[src/rtl/pipelined_addsub_pkg.sv]
// Shared constants for the pipelined adder/subtractor: mode encodings,
// default geometry and a helper that validates a (WIDTH, STAGES) pair.
package pipelined_addsub_pkg;

  // Mode encodings for in_sub.
  localparam logic ADDSUB_ADD = 1'b0;
  localparam logic ADDSUB_SUB = 1'b1;

  // Default geometry: 32-bit operands over four 8-bit chunks.
  localparam int DEFAULT_WIDTH  = 32;
  localparam int DEFAULT_STAGES = 4;

  // A geometry is legal when every stage gets the same non-empty chunk.
  function automatic logic addsub_cfg_ok(input int width, input int stages);
    return (stages >= 1) && (stages <= width) && ((width % stages) == 0);
  endfunction

endpackage

[src/rtl/addsub_chunk.sv]
// Combinational C-bit ripple adder built from 1-bit full-adder cells.
// cmsb is the carry into the chunk MSB so the caller can derive signed
// overflow when this chunk holds the operand MSB.
module addsub_chunk #(
  parameter int C = 8
) (
  input  logic [C-1:0] a,
  input  logic [C-1:0] b,
  input  logic         cin,
  output logic [C-1:0] sum,
  output logic         cout,
  output logic         cmsb
);

  logic carry;

  // Ripple the carry through one full-adder cell per bit, LSB first.
  always_comb begin
    carry = cin;
    sum   = '0;
    cmsb  = 1'b0;
    cout  = 1'b0;
    for (int i = 0; i < C; i++) begin
      if (i == C - 1) cmsb = carry;
      sum[i] = a[i] ^ b[i] ^ carry;
      carry  = (a[i] & b[i]) | (carry & (a[i] ^ b[i]));
    end
    cout = carry;
  end

endmodule

[src/rtl/pipelined_addsub.sv]
// Pipelined ripple-carry adder/subtractor with a valid/ready stream on
// both sides. Stage k adds operand chunk k using the registered carry of
// stage k-1. Operand chunks not yet consumed travel skewed alongside the
// beat; finished low-order sum chunks accumulate deskewed behind it.
//
// Handshake: a beat transfers on a rising edge when valid and ready are
// both high on that side. The whole pipe advances together
// (adv = !out_valid | out_ready); in_ready equals adv combinationally,
// so a stalled output freezes every stage bit-exact and blocks input.
module pipelined_addsub
  import pipelined_addsub_pkg::*;
#(
  parameter int WIDTH  = DEFAULT_WIDTH,
  parameter int STAGES = DEFAULT_STAGES
) (
  input  logic             clk,
  input  logic             rst,
  input  logic             in_valid,
  output logic             in_ready,
  input  logic             in_sub,
  input  logic             in_cin,
  input  logic [WIDTH-1:0] in_x,
  input  logic [WIDTH-1:0] in_y,
  output logic             out_valid,
  input  logic             out_ready,
  output logic [WIDTH-1:0] out_sum,
  output logic             out_cout,
  output logic             out_ovf
);

  localparam int C = WIDTH / STAGES;

  if (!addsub_cfg_ok(WIDTH, STAGES)) begin : g_cfg_check
    $error("pipelined_addsub: WIDTH must be a non-zero multiple of STAGES");
  end

  logic adv;

  assign adv      = ~out_valid | out_ready;
  assign in_ready = adv;

  for (genvar k = 0; k < STAGES; k++) begin : g_stage
    // Operand bits still to be added, including this stage's chunk.
    localparam int REM = WIDTH - k * C;

    logic [REM-1:0]       x_in;
    logic [REM-1:0]       y_in;
    logic                 c_in;
    logic                 v_in;
    logic [C-1:0]         ch_sum;
    logic                 ch_cout;
    logic                 ch_cmsb;
    logic [(k+1)*C-1:0]   sum_d;
    logic [(k+1)*C-1:0]   sum_q;
    logic                 v_q;
    logic                 c_q;

    if (k == 0) begin : g_src
      // Two's-complement subtract: invert Y and force the first carry-in.
      assign x_in  = in_x;
      assign y_in  = (in_sub == ADDSUB_SUB) ? ~in_y : in_y;
      assign c_in  = (in_sub == ADDSUB_SUB) ? 1'b1 : in_cin;
      assign v_in  = in_valid;
      assign sum_d = ch_sum;
    end else begin : g_src
      assign x_in  = g_stage[k-1].g_fwd.x_q;
      assign y_in  = g_stage[k-1].g_fwd.y_q;
      assign c_in  = g_stage[k-1].c_q;
      assign v_in  = g_stage[k-1].v_q;
      assign sum_d = {ch_sum, g_stage[k-1].sum_q};
    end

    addsub_chunk #(.C(C)) u_chunk (
      .a    (x_in[C-1:0]),
      .b    (y_in[C-1:0]),
      .cin  (c_in),
      .sum  (ch_sum),
      .cout (ch_cout),
      .cmsb (ch_cmsb)
    );

    // Stage valid, chunk carry and the deskewed partial sum.
    always_ff @(posedge clk or posedge rst) begin
      if (rst) begin
        v_q   <= 1'b0;
        c_q   <= 1'b0;
        sum_q <= '0;
      end else if (adv) begin
        v_q   <= v_in;
        c_q   <= ch_cout;
        sum_q <= sum_d;
      end
    end

    if (k < STAGES - 1) begin : g_fwd
      logic [REM-C-1:0] x_q;
      logic [REM-C-1:0] y_q;

      // Skewed operand chunks waiting for later stages.
      always_ff @(posedge clk or posedge rst) begin
        if (rst) begin
          x_q <= '0;
          y_q <= '0;
        end else if (adv) begin
          x_q <= x_in[REM-1:C];
          y_q <= y_in[REM-1:C];
        end
      end
    end else begin : g_last
      logic ovf_q;

      // Signed overflow: carry into the MSB differs from carry out of it.
      always_ff @(posedge clk or posedge rst) begin
        if (rst) begin
          ovf_q <= 1'b0;
        end else if (adv) begin
          ovf_q <= ch_cmsb ^ ch_cout;
        end
      end
    end
  end

  assign out_valid = g_stage[STAGES-1].v_q;
  assign out_sum   = g_stage[STAGES-1].sum_q;
  assign out_cout  = g_stage[STAGES-1].c_q;
  assign out_ovf   = g_stage[STAGES-1].g_last.ovf_q;

endmodule

[config.mk]
export PLATFORM = sky130hd
export DESIGN_NAME = pipelined_addsub
export DESIGN_NICKNAME = d
export VERILOG_FILES = /design/src/rtl/pipelined_addsub_pkg.sv /design/src/rtl/addsub_chunk.sv /design/src/rtl/pipelined_addsub.sv
export SDC_FILE = /design/constraint.sdc
export NUM_CORES = 1
export LEC_CHECK = 0
export ABC_AREA = 0
export ABC_CLOCK_PERIOD_IN_PS = 11300
export CAP_MARGIN = 10
export CORE_AREA = 4 4 143 145
export CTS_BUF_LIST = sky130_fd_sc_hd__clkbuf_8 sky130_fd_sc_hd__clkbuf_16
export DETAILED_ROUTE_END_ITERATION = 6
export DIE_AREA = 0 0 147 149
export PLACE_DENSITY = 0.66
export SETUP_SLACK_MARGIN = 0.05
export SLEW_MARGIN = 30
export SYNTH_ARGS = -nofsm -noshare
export SYNTH_HDL_FRONTEND = slang
export SYNTH_SLANG_ARGS = --single-unit
[constraint.sdc]
create_clock -name clk -period 11.3 [get_ports clk]
set_clock_uncertainty 0.05 [all_clocks]
set_input_delay 1.13 -clock clk [delete_from_list [all_inputs] [get_ports clk]]
set_output_delay 1.13 -clock clk [all_outputs]
set_load 0.02 [all_outputs]
# == Word-level counts from Yosys, hierarchy flattened ==
# Cells that the tools add are included.
# Widths: inputs -> output; s select.
# classes
bitwise_logic,164
n_mux,2
# ops
op,n
$xor 1x1->1,65
$and 1x1->1,64
$or 1x1->1,33
$mux 32,1
$not 32->32,1
$mux 1,1
$not 1->1,1
# totals
regBits,185
input_bits,70
word_cells,185

# == Logic depth before layout (Yosys ltp) ==
# Gate-level depths: netlist of the first run.
# depth
ltp_word,19
depth_mapped,15
ltp_nobuf,13

# == Hierarchy ==
# From an unflattened synthesis of the first run, not the netlist that was laid out.
# unflattened
hier_cells,503
area_unflattened_um2,8418.1
# modules_own_cells
mod,n_inst,area_per_inst_um2,cells_per_inst
pipelined_addsub,1,7627.3,431
addsub_chunk,4,197.7,18

# == Least setup slack after synthesis of the first run ==
# Ideal clock, no wire load.
# synth_timing
kind,input -> register
from,input in_sub
to,register g_stage[0].sum_q[7]
t_arrival_ps,4876
setup_slack_ps,6249
setup_time_ps,125
cell_stages,15
cell_sequence,buf_2 -> buf_2 -> nor2_1 -> fa_1 -> inv_1 -> fa_1 -> inv_1 -> fa_1 -> fa_1 -> fa_1 -> fa_1 -> fa_1 -> inv_1 -> fa_1 -> mux2_4
# synth_between
elab_chain_len,17
word_cells_on_any_way,32
classes_between,mux (2); bitwise (30)
# synth_lines
item,line_no,rtl
start: declaration,pipelined_addsub.sv:20,"input logic in_sub,"
$mux 32,pipelined_addsub.sv:61,assign y_in = (in_sub == ADDSUB_SUB) ? ~in_y : in_y;
$xor 1x1->1,addsub_chunk.sv:26,carry = (a[i] & b[i]) | (carry & (a[i] ^ b[i]));
$and 1x1->1,addsub_chunk.sv:26,
$or 1x1->1,addsub_chunk.sv:26,
$and 1x1->1,addsub_chunk.sv:26,
$or 1x1->1,addsub_chunk.sv:26,
$and 1x1->1,addsub_chunk.sv:26,
$or 1x1->1,addsub_chunk.sv:26,
[2 not listed],n/a,
$and 1x1->1,addsub_chunk.sv:26,
$or 1x1->1,addsub_chunk.sv:26,
$and 1x1->1,addsub_chunk.sv:26,
$or 1x1->1,addsub_chunk.sv:26,
$and 1x1->1,addsub_chunk.sv:26,
$or 1x1->1,addsub_chunk.sv:26,
$xor 1x1->1 (*),addsub_chunk.sv:25,sum[i] = a[i] ^ b[i] ^ carry;
net g_stage[0].ch_sum[7],pipelined_addsub.sv:50,logic [C-1:0] ch_sum;
end signal: assignment,pipelined_addsub.sv:91,sum_q <= sum_d;
end: declaration,pipelined_addsub.sv:54,logic [(k+1)*C-1:0] sum_q;
# Mark *: on every way through the listed nets, which the timed path passes. The rest lies on a longest branch.
# A chain may end at the register's enable or synchronous reset.

# == Worst setup path in the final report of the first run ==
# Ends and elaborated chain as after synthesis.

==> results.yml, run 1 <==
global_route:
  gr-usage-all-layers: 0.1361
  antenna_found_initial: 0
  grt_start_max_net_pins: 127
  grt_pass1_vias: 4674
  grt_pass1_wl_um: 24010
  overflow: 0
finish:
  postLayoutCellArea_um2: 10200
  area_growth_pct: 20.46
  fin_nets: 714
  drive_gt1_frac: 0.3253
  fillCellCount: 1583
  mostFrequentLayoutCells: "dfrtp_1, mux2_4, clkdlybuf4s50_1, mux2_2, inv_1"
  antenna_cells: 0
  final_common_cell: "dfrtp_1"
hold_path:
  hp-class: "flip-flop to flip-flop"
logic_synthesis:
  syn_nets: 612
  synth-compound-area-share: 0.008868
  yosys_warnings: 0
  synth_cells: 510
  syn-cell-area_um2: 8466
  ys_seq_area_frac: 0.5469
  synthSimpleGateAreaFrac: 0.01522
  synth_top_family_by_area: "multiplexers"
  ys_ff_latch: 185
  avgSynthCellArea_um2: 16.60
  synthXorXnorAreaFrac: 0.03414
  yosysUniqueCellTypes: 16
  synth-adder-area-share: 0.07567
  muxShareOfSynthArea: 0.2777
timing:
  slew_viol_final: 0
  period_needed_ns: 5.021
  relSlewSlack: 0.4324
  finalCritPeriodShare: 0.4444
  fmax_mhz: 199.1
  hold_viol: 0
  tightest_slew_ns: 0.8514
  final-setup-viol-count: 0
  tns_ns: 0
  rsz0062_at_grt: "false"
run:
  drv_cap: 0
drt:
  wl_per_cell_um: 15.71
  vias: 4146
  finalWirelength_um: 13970
  detail-route-antenna-nets: 0
  dr.pass1.iters: 4
  via_per_inst: 4.664
  drc: 0
  drtIter0Drc: 197
critical_path:
  critPathMaxFanout: 33
  crit_required_ns: 11.55
  critPathSlowestCell: "buf_4"
  crit_type: "primary input to flip-flop"
  cp-start-kind: "primary input"
  cp_cell_sequence: "buf_2, buf_4, xnor2_1, fa_1, inv_1, fa_1, inv_1, fa_1, fa_1, fa_1, fa_1, fa_1, inv_1, fa_1, mux2_4"
  arrival_ns: 5.27
  cp_common_cell: "fa_1"
  critPathMaxStageDelay_ns: 0.47
  endpoint_kind: "flip-flop"
run_status:
  status: "finished clean"
floorplanning:
  die_w_um: 147
  rows: 51
  die_y_um: 149
  core_area_um2: 19210
  start_util: 0.4408
  die_area_um2: 21900
  ios: 106
place:
  hpwl_um: 9051
  postPlaceCellArea_um2: 9661
  gp_congestion: 0.7604
  io_buffers: 105
cts:
  clkSinkCount: 185
  cts_buffers: 17
  cts_tree: "built"
  clk_path_buf_depth: 2
  clkSlewWorstSetupHoldPaths_ns: 0.06
  cts-htree-levels: 4
  cts_root_buffer: "clkbuf_16"
  insertion_delay_ns: 0.42
  cts-resized-gates: 0
  post_cts_buffers: 0
  ctsHoldBuffers: 0
power_and_ir_drop:
  ir_drop_v: 0.0001915
  power.density_nw_per_um2: 275.6
  leakage_nw: 4.655
## logic make-up (layout without fill, tap and decap cells)
group	Yosys count	count (layout)
xor+xnor	33	33
fa+ha+maj	32	32
mux	169	169
buf+inv	58	172
compound gates	15	15
flops	185	185
simple gates	18	18
## synth_stat cells
library cell    n  share of area
a21oi_1        15         0.0089
buf_2           8         0.0047
buf_4           1        0.00089
buf_6          16          0.021
clkbuf_1        2        0.00089
dfrtp_1       185           0.55
fa_1           32          0.076
inv_1          31          0.014
mux2_2         47          0.063
mux2_4        120           0.21
mux2i_1         2         0.0024
nand2b_1        2         0.0015
nor2_1          1        0.00044
nor3b_1        15          0.013
xnor2_1         9         0.0093
xor2_1         24          0.025
## power by group
part	leakage (nW)	internal [W]	switching, W	total, W
Clock	0.258	0.000291	0.000248	0.000539
Sequential	2.14	0.000964	0.000187	0.00115
Combinational	2.26	0.000698	0.000423	0.00112
## final cells by class
cell class                      instances  area (um2)  area share
Sequential cell                       185        4629      0.4540
Multi-Input combinational cell        267        3492      0.3425
Timing Repair Buffer                  110        1087      0.1066
Clock buffer                           19       452.9     0.04442
Tap cell                              265       331.6     0.03252
Inverter                               31       123.9     0.01215
Clock inverter                         12       80.08    0.007853
## sequential cells by signal, indices dropped and copies added (netlist names)
| name | count |
|---|---|
| g_stage.sum_q | 48 |
| out_ovf | 1 |
| g_stage.v_q | 3 |
| g_stage.c_q | 3 |
| out_valid | 1 |
| out_sum | 32 |
| g_stage.g_fwd.x_q | 48 |
| g_stage.g_fwd.y_q | 48 |
| out_cout | 1 |
## stage by stage
| stage | hold WS, ns | power (W) | util | setup slack, ns | std cells |
|---|---|---|---|---|---|
| 5_1_grt | 0.4360 | 0.003008 | 0.5309 | 6.083 | 889 |
| 3_5_place_dp | 0.3973 | 0.002298 | 0.5030 | 5.811 | 858 |
| 6_report | 0.4161 | 0.002810 | 0.5309 | 6.279 | 889 |
| 4_1_cts | 0.4201 | 0.002859 | 0.5307 | 6.246 | 889 |
| 3_3_place_gp | 0.3989 | 0.002258 | 0.5030 | 5.859 | 858 |
| 2_1_floorplan | 0.3849 | 0.001979 | - | 5.091 | 510 |
## critical path: cells and delay by family
kind	cells	cell delay, ns
xor+xnor	1	0.18
fa+ha+maj	8	2.94
buf+inv	5	0.74
mux	1	0.26
## layer usage
layer,GRT usage,vias up,share of wire
met2,0.1968,77,0.45
met1,0.2049,2154,0.50
li1,-,1902,-
met5,0,-,0
met4,0.03635,0,0.011
met3,0.03586,13,0.037
## final timing paths
kind / start / to / cells past startpoint / slack, ns
max in group asynchronous: rst / g_stage[0].sum_q[3] / 3 / 8.64
hold / removal: g_stage[2].v_q / out_valid / 1 / 0.42
min in group asynchronous: rst / g_stage[1].g_fwd.x_q[8] / 2 / 1.27
setup / recovery: in_sub / g_stage[0].sum_q[7] / 15 / 6.28
setup reg to reg: g_stage[2].c_q / out_ovf / 13 / 7.37
hold reg to reg: g_stage[2].v_q / out_valid / 1 / 0.42
(Power assumes the default switching activity.)
==> run 2, diff against run 1 <==
- ABC_CLOCK_PERIOD_IN_PS: 11300 -> 5300
- clock period: 11.3 -> 5.3 ns (I/O delays scaled with it)
==> run 2 against run 1 <==
- non-clock buffer count up 2
- first-iteration DRC count is 38% lower
- critical path depth down 1
- clock-buffer cell count shrank 2
- cell count is 0.34% higher
- largest power group unchanged
==> results.yml, run 2 (same netlist as run 1, synthesis figures left out) <==
run_status:
  status: "finished clean"
finish:
  antenna_cells: 0
  multi_input_area_um2: 3492
  area_growth_pct: 22.07
  fin_nets: 716
  drive_gt1_frac: 0.3333
  seq_area_um2: 4629
  final_common_cell: "dfrtp_1"
  reg_top3: "g_stage.g_fwd.x_q: 48 flops, g_stage.g_fwd.y_q: 48 flops, g_stage.sum_q: 48 flops"
  mostFrequentLayoutCells: "dfrtp_1, mux2_4, clkdlybuf4s50_1, mux2_2, fa_1"
  fillCellCount: 1554
  postLayoutCellArea_um2: 10330
critical_path:
  reg2reg_depth: 13
  timing.rr.start: "g_stage[2].c_q"
  crit_type: "primary input to flip-flop"
  critPathMaxStageDelay_ns: 0.42
  crit_buf_inv: 4
  cp-start-kind: "primary input"
  crit_required_ns: 5.55
  cp_common_cell: "fa_1"
  cp_cell_sequence: "clkdlybuf4s50_1, xnor2_1, fa_1, inv_1, fa_1, inv_1, fa_1, fa_1, fa_1, fa_1, fa_1, inv_1, fa_1, mux2_4"
  critPathSlowestCell: "clkdlybuf4s50_1"
  timing.critical_path.from: "in_y[0]"
  r2r-end: "out_ovf"
  critPathMaxFanout: 1
  arrival_ns: 4.48
  critical_path.top_delay_family: "adder cells"
  endpoint_kind: "flip-flop"
  r2r_slack_ns: 1.41
cts:
  cts_buffers: 17
  cts_root_buffer: "clkbuf_16"
  cts_tree: "built"
  insertion_delay_ns: 0.42
  clkSlewWorstSetupHoldPaths_ns: 0.07
  clk_path_buf_depth: 2
  cts-htree-levels: 4
  ctsHoldBuffers: 0
  cts-resized-gates: 0
  post_cts_buffers: 0
  clkSinkCount: 185
hold_path:
  min_to: "out_valid"
  hp-class: "flip-flop to flip-flop"
  worstHoldStart: "g_stage[2].v_q"
  hold_depth: 1
drt:
  wl_per_cell_um: 15.99
  dr.pass1.iters: 4
  drc: 0
  via_per_inst: 4.668
  vias: 4164
  detail-route-antenna-nets: 0
  drtIter0Drc: 122
  finalWirelength_um: 14260
timing:
  relSlewSlack: 0.4455
  slew_viol_final: 0
  finalCritPeriodShare: 0.7979
  period_needed_ns: 4.229
  fmax_mhz: 236.5
  worst_slack_ns: 1.071
  final-setup-viol-count: 0
  hold_viol: 0
  tns_ns: 0
  rsz0062_at_grt: "false"
  tightest_slew_ns: 0.8318
power_and_ir_drop:
  power.density_nw_per_um2: 596.0
  ir_drop_v: 0.0004570
  p_total_w: 0.006159
  leakage_nw: 4.711
global_route:
  grt_pass1_vias: 4655
  gr-usage-all-layers: 0.1380
  grt_pass1_wl_um: 24290
  overflow: 0
  grt_start_max_net_pins: 186
  antenna_found_initial: 1
place:
  postPlaceCellArea_um2: 9689
  gp_congestion: 0.7641
  pre_cts_slack_ns: 0.6583
  io_buffers: 105
  hpwl_um: 9135
floorplanning:
  die_y_um: 149
  ios: 106
  die_area_um2: 21900
  die_w_um: 147
  core_area_um2: 19210
  rows: 51
  start_util: 0.4408
run:
  drv_cap: 0
-- run 2: layout make-up --
| class | count | share of cell area |
|---|---|---|
| multi-input cells | 267 | 0.3379 |
| clock buffers | 17 | 0.04117 |
| inverters | 31 | 0.01162 |
| clock inverters | 15 | 0.01853 |
| flip-flops and latches | 185 | 0.4480 |
| repair buffers | 112 | 0.1107 |
| well taps | 265 | 0.03209 |
-- run 2: power by group --
part | internal [W] | switching, W | total [W] | leakage [nW]
clock | 0.000753 | 0.000567 | 0.00132 | 0.293
sequential | 0.00206 | 0.000383 | 0.00244 | 2.14
combinational | 0.00149 | 0.000910 | 0.00240 | 2.28
total | 0.00430 | 0.00186 | 0.00616 | 4.71
-- run 2: per-layer routing --
layer  wire [um]  GRT usage  share of wire
met1        6930     0.2010           0.49
met4          89    0.02656         0.0062
met3         647    0.04224          0.045
met5          13          0        0.00091
met2        6577     0.2074           0.46
-- run 2: worst reg2reg max path: cells and delay by family, from the launching register on --
family                   cells  cell delay, ns
buffers and inverters        3            0.22
multiplexers                 1            0.25
flip-flops                   1            0.40
XOR/XNOR                     1            0.07
adder cells (fa/ha/maj)      8            2.81
-- run 2: per-stage QoR --
stage | util | cells | hold slack, ns
after floorplan | - | 510 | 0.3849
after global placement | 0.5045 | 859 | 0.4305
after detailed placement | 0.5045 | 859 | 0.4334
after CTS | 0.5366 | 891 | 0.4515
after global routing | 0.5380 | 892 | 0.4670
final | 0.5380 | 892 | 0.4361
-- run 2: worst max path at each step --
| stage | end | slack (ns) | depth (start not counted) |
|---|---|---|---|
| after global routing | g_stage[0].sum_q[7] | 0.94 | 14 |
| after floorplan | g_stage[0].sum_q[7] | 0.85 | 15 |
| after detailed placement | g_stage[0].sum_q[7] | 0.66 | 14 |
| final | g_stage[0].sum_q[7] | 1.07 | 14 |
| after CTS | g_stage[0].sum_q[7] | 1.09 | 14 |
| after global placement | g_stage[0].sum_q[7] | 0.67 | 14 |
==> run 3, diff against run 2 <==
- ABC_CLOCK_PERIOD_IN_PS: 5300 -> 3600
- PLACE_DENSITY: 0.66 -> 0.68
- clock period: 5.3 -> 3.6 ns (I/O delays scaled with it)
==> run 3 against run 2 <==
- routed wire length rose by 3.5%
- utilization rose by 0.41 points
- critical path depth did not move
- non-clock buffer count rose by 9
==> results.yml, run 3 (same netlist as run 1, synthesis figures left out) <==
run_status:
  status: "finished clean"
hold_path:
  hold_depth: 4
  worstHoldStart: "in_y[0]"
  hp-class: "primary input to flip-flop"
  min_to: "g_stage[0].sum_q[0]"
floorplanning:
  die_y_um: 149
  start_util: 0.4408
  die_w_um: 147
  ios: 106
  core_area_um2: 19210
  rows: 51
  die_area_um2: 21900
critical_path:
  reg2reg_depth: 12
  critPathMaxFanout: 1
  cp_cell_sequence: "buf_8, xnor2_4, fa_2, inv_2, fa_2, inv_2, fa_2, fa_2, fa_2, fa_2, fa_2, inv_2, fa_1, mux2_4"
  critical_path.top_delay_family: "adder cells"
  crit_type: "primary input to flip-flop"
  crit_buf_inv: 4
  cp_common_cell: "fa_2"
  cp-start-kind: "primary input"
  critPathSlowestCell: "fa_2"
  arrival_ns: 3.85
  r2r_slack_ns: 0.02
  r2r-end: "out_sum[31]"
  critPathMaxStageDelay_ns: 0.40
  endpoint_kind: "flip-flop"
  timing.rr.start: "g_stage[2].g_fwd.y_q[0]"
  crit_required_ns: 3.85
timing:
  slew_viol_final: 0
  rsz0062_at_grt: "true"
  fmax_mhz: 277.8
  worst_slack_ns: 0.0002904
  tns_ns: 0
  final-setup-viol-count: 0
  hold_viol: 0
  tightest_slew_ns: 0.6375
  period_needed_ns: 3.600
  finalCritPeriodShare: 0.9999
  relSlewSlack: 0.5750
finish:
  final_common_cell: "dfrtp_1"
  instances_no_fill: 895
  fin_nets: 725
  area_growth_pct: 23.00
  drive_gt1_frac: 0.3984
  antenna_cells: 0
  mostFrequentLayoutCells: "dfrtp_1, mux2_4, clkdlybuf4s50_1, mux2_2, fa_2"
  reg_top3: "g_stage.g_fwd.x_q: 48 flops, g_stage.g_fwd.y_q: 48 flops, g_stage.sum_q: 48 flops"
cts:
  clk_path_buf_depth: 2
  insertion_delay_ns: 0.42
  cts-htree-levels: 4
  ctsHoldBuffers: 0
  clkSlewWorstSetupHoldPaths_ns: 0.06
  cts_root_buffer: "clkbuf_16"
  cts_buffers: 17
  clkSinkCount: 185
  cts_tree: "built"
global_route:
  grt_pass1_wl_um: 25390
  grt_pass1_vias: 4924
  overflow: 0
  antenna_found_initial: 0
  grt_start_max_net_pins: 100
  gr-usage-all-layers: 0.1454
place:
  gp_congestion: 0.7579
  dpl.cell_count: 866
  hpwl_um: 10020
  io_buffers: 105
  pre_cts_slack_ns: -0.7124
power_and_ir_drop:
  p_total_w: 0.009042
  ir_drop_v: 0.0004313
  power.density_nw_per_um2: 868.4
  leakage_nw: 4.712
drt:
  drc: 0
  via_per_inst: 4.731
  drtIter0Drc: 143
  detail-route-antenna-nets: 0
  dr.pass1.iters: 4
  vias: 4234
  wl_per_cell_um: 16.49
  finalWirelength_um: 14760
run:
  drv_cap: 0
==> run 3: cell count changes in the layout (fill, tap and decap cells not counted), moves of 4 or more <==
cell   previous run  this run
inv_2             0        10
fa_1             32         5
inv_1            30        24
inv_6             4         0
fa_2              0        27
buf_4             4        13
==> run 3: through the flow <==
stage / util / hold WS (ns) / instance area, um2
4_1_cts: 0.5408 / 0.3634 / 10390
3_3_place_gp: 0.5101 / 0.4133 / 9797
5_1_grt: 0.5421 / 0.3894 / 10410
3_5_place_dp: 0.5101 / 0.4255 / 9797
6_report: 0.5421 / 0.3801 / 10410
2_1_floorplan: - / 0.3849 / 8524
==> run 3: final cells by class <==
type,count,area [um2]
Multi-Input combinational cell,267,3592
Inverter,31,120.1
Fill cell,1555,8795
Timing Repair Buffer,121,1221
Clock buffer,17,425.4
Sequential cell,185,4629
Tap cell,265,331.6
Clock inverter,9,92.59
==> run 3: worst max path at each step <==
stage | startpoint | endpoint | depth (start not counted)
3_3_place_gp | in_y[0] | g_stage[0].sum_q[7] | 14
2_1_floorplan | in_sub | g_stage[0].sum_q[7] | 15
3_5_place_dp | in_y[0] | g_stage[0].sum_q[7] | 14
6_report | in_y[0] | g_stage[0].sum_q[7] | 14
4_1_cts | in_y[0] | g_stage[0].sum_q[7] | 14
5_1_grt | g_stage[1].c_q | g_stage[2].sum_q[23] | 12
==> run 3: layer usage <==
layer,part of all wire,wire [um],GRT usage
met3,0.044,647,0.03950
met1,0.46,6766,0.1942
met2,0.48,7128,0.2335
met4,0.015,216,0.04613
met5,0,0,0
==> run 3: power by group <==
| group | switching (W) | internal (W) |
|---|---|---|
| clock network | 0.000721 | 0.000985 |
| logic | 0.00140 | 0.00231 |
| registers | 0.000600 | 0.00303 |
==> run 3: worst min-delay path, cell delays in order <==
cell	delay [ns]
buf_8	0.08
xnor2_4	0.11
fa_2	0.19
a21oi_1	0.05
==> run 3: repair_timing <==
action                     CTS  global route
resized for setup           35             6
pin swaps                   12             5
setup endpoints to repair    5             5
setup buffers                1             2
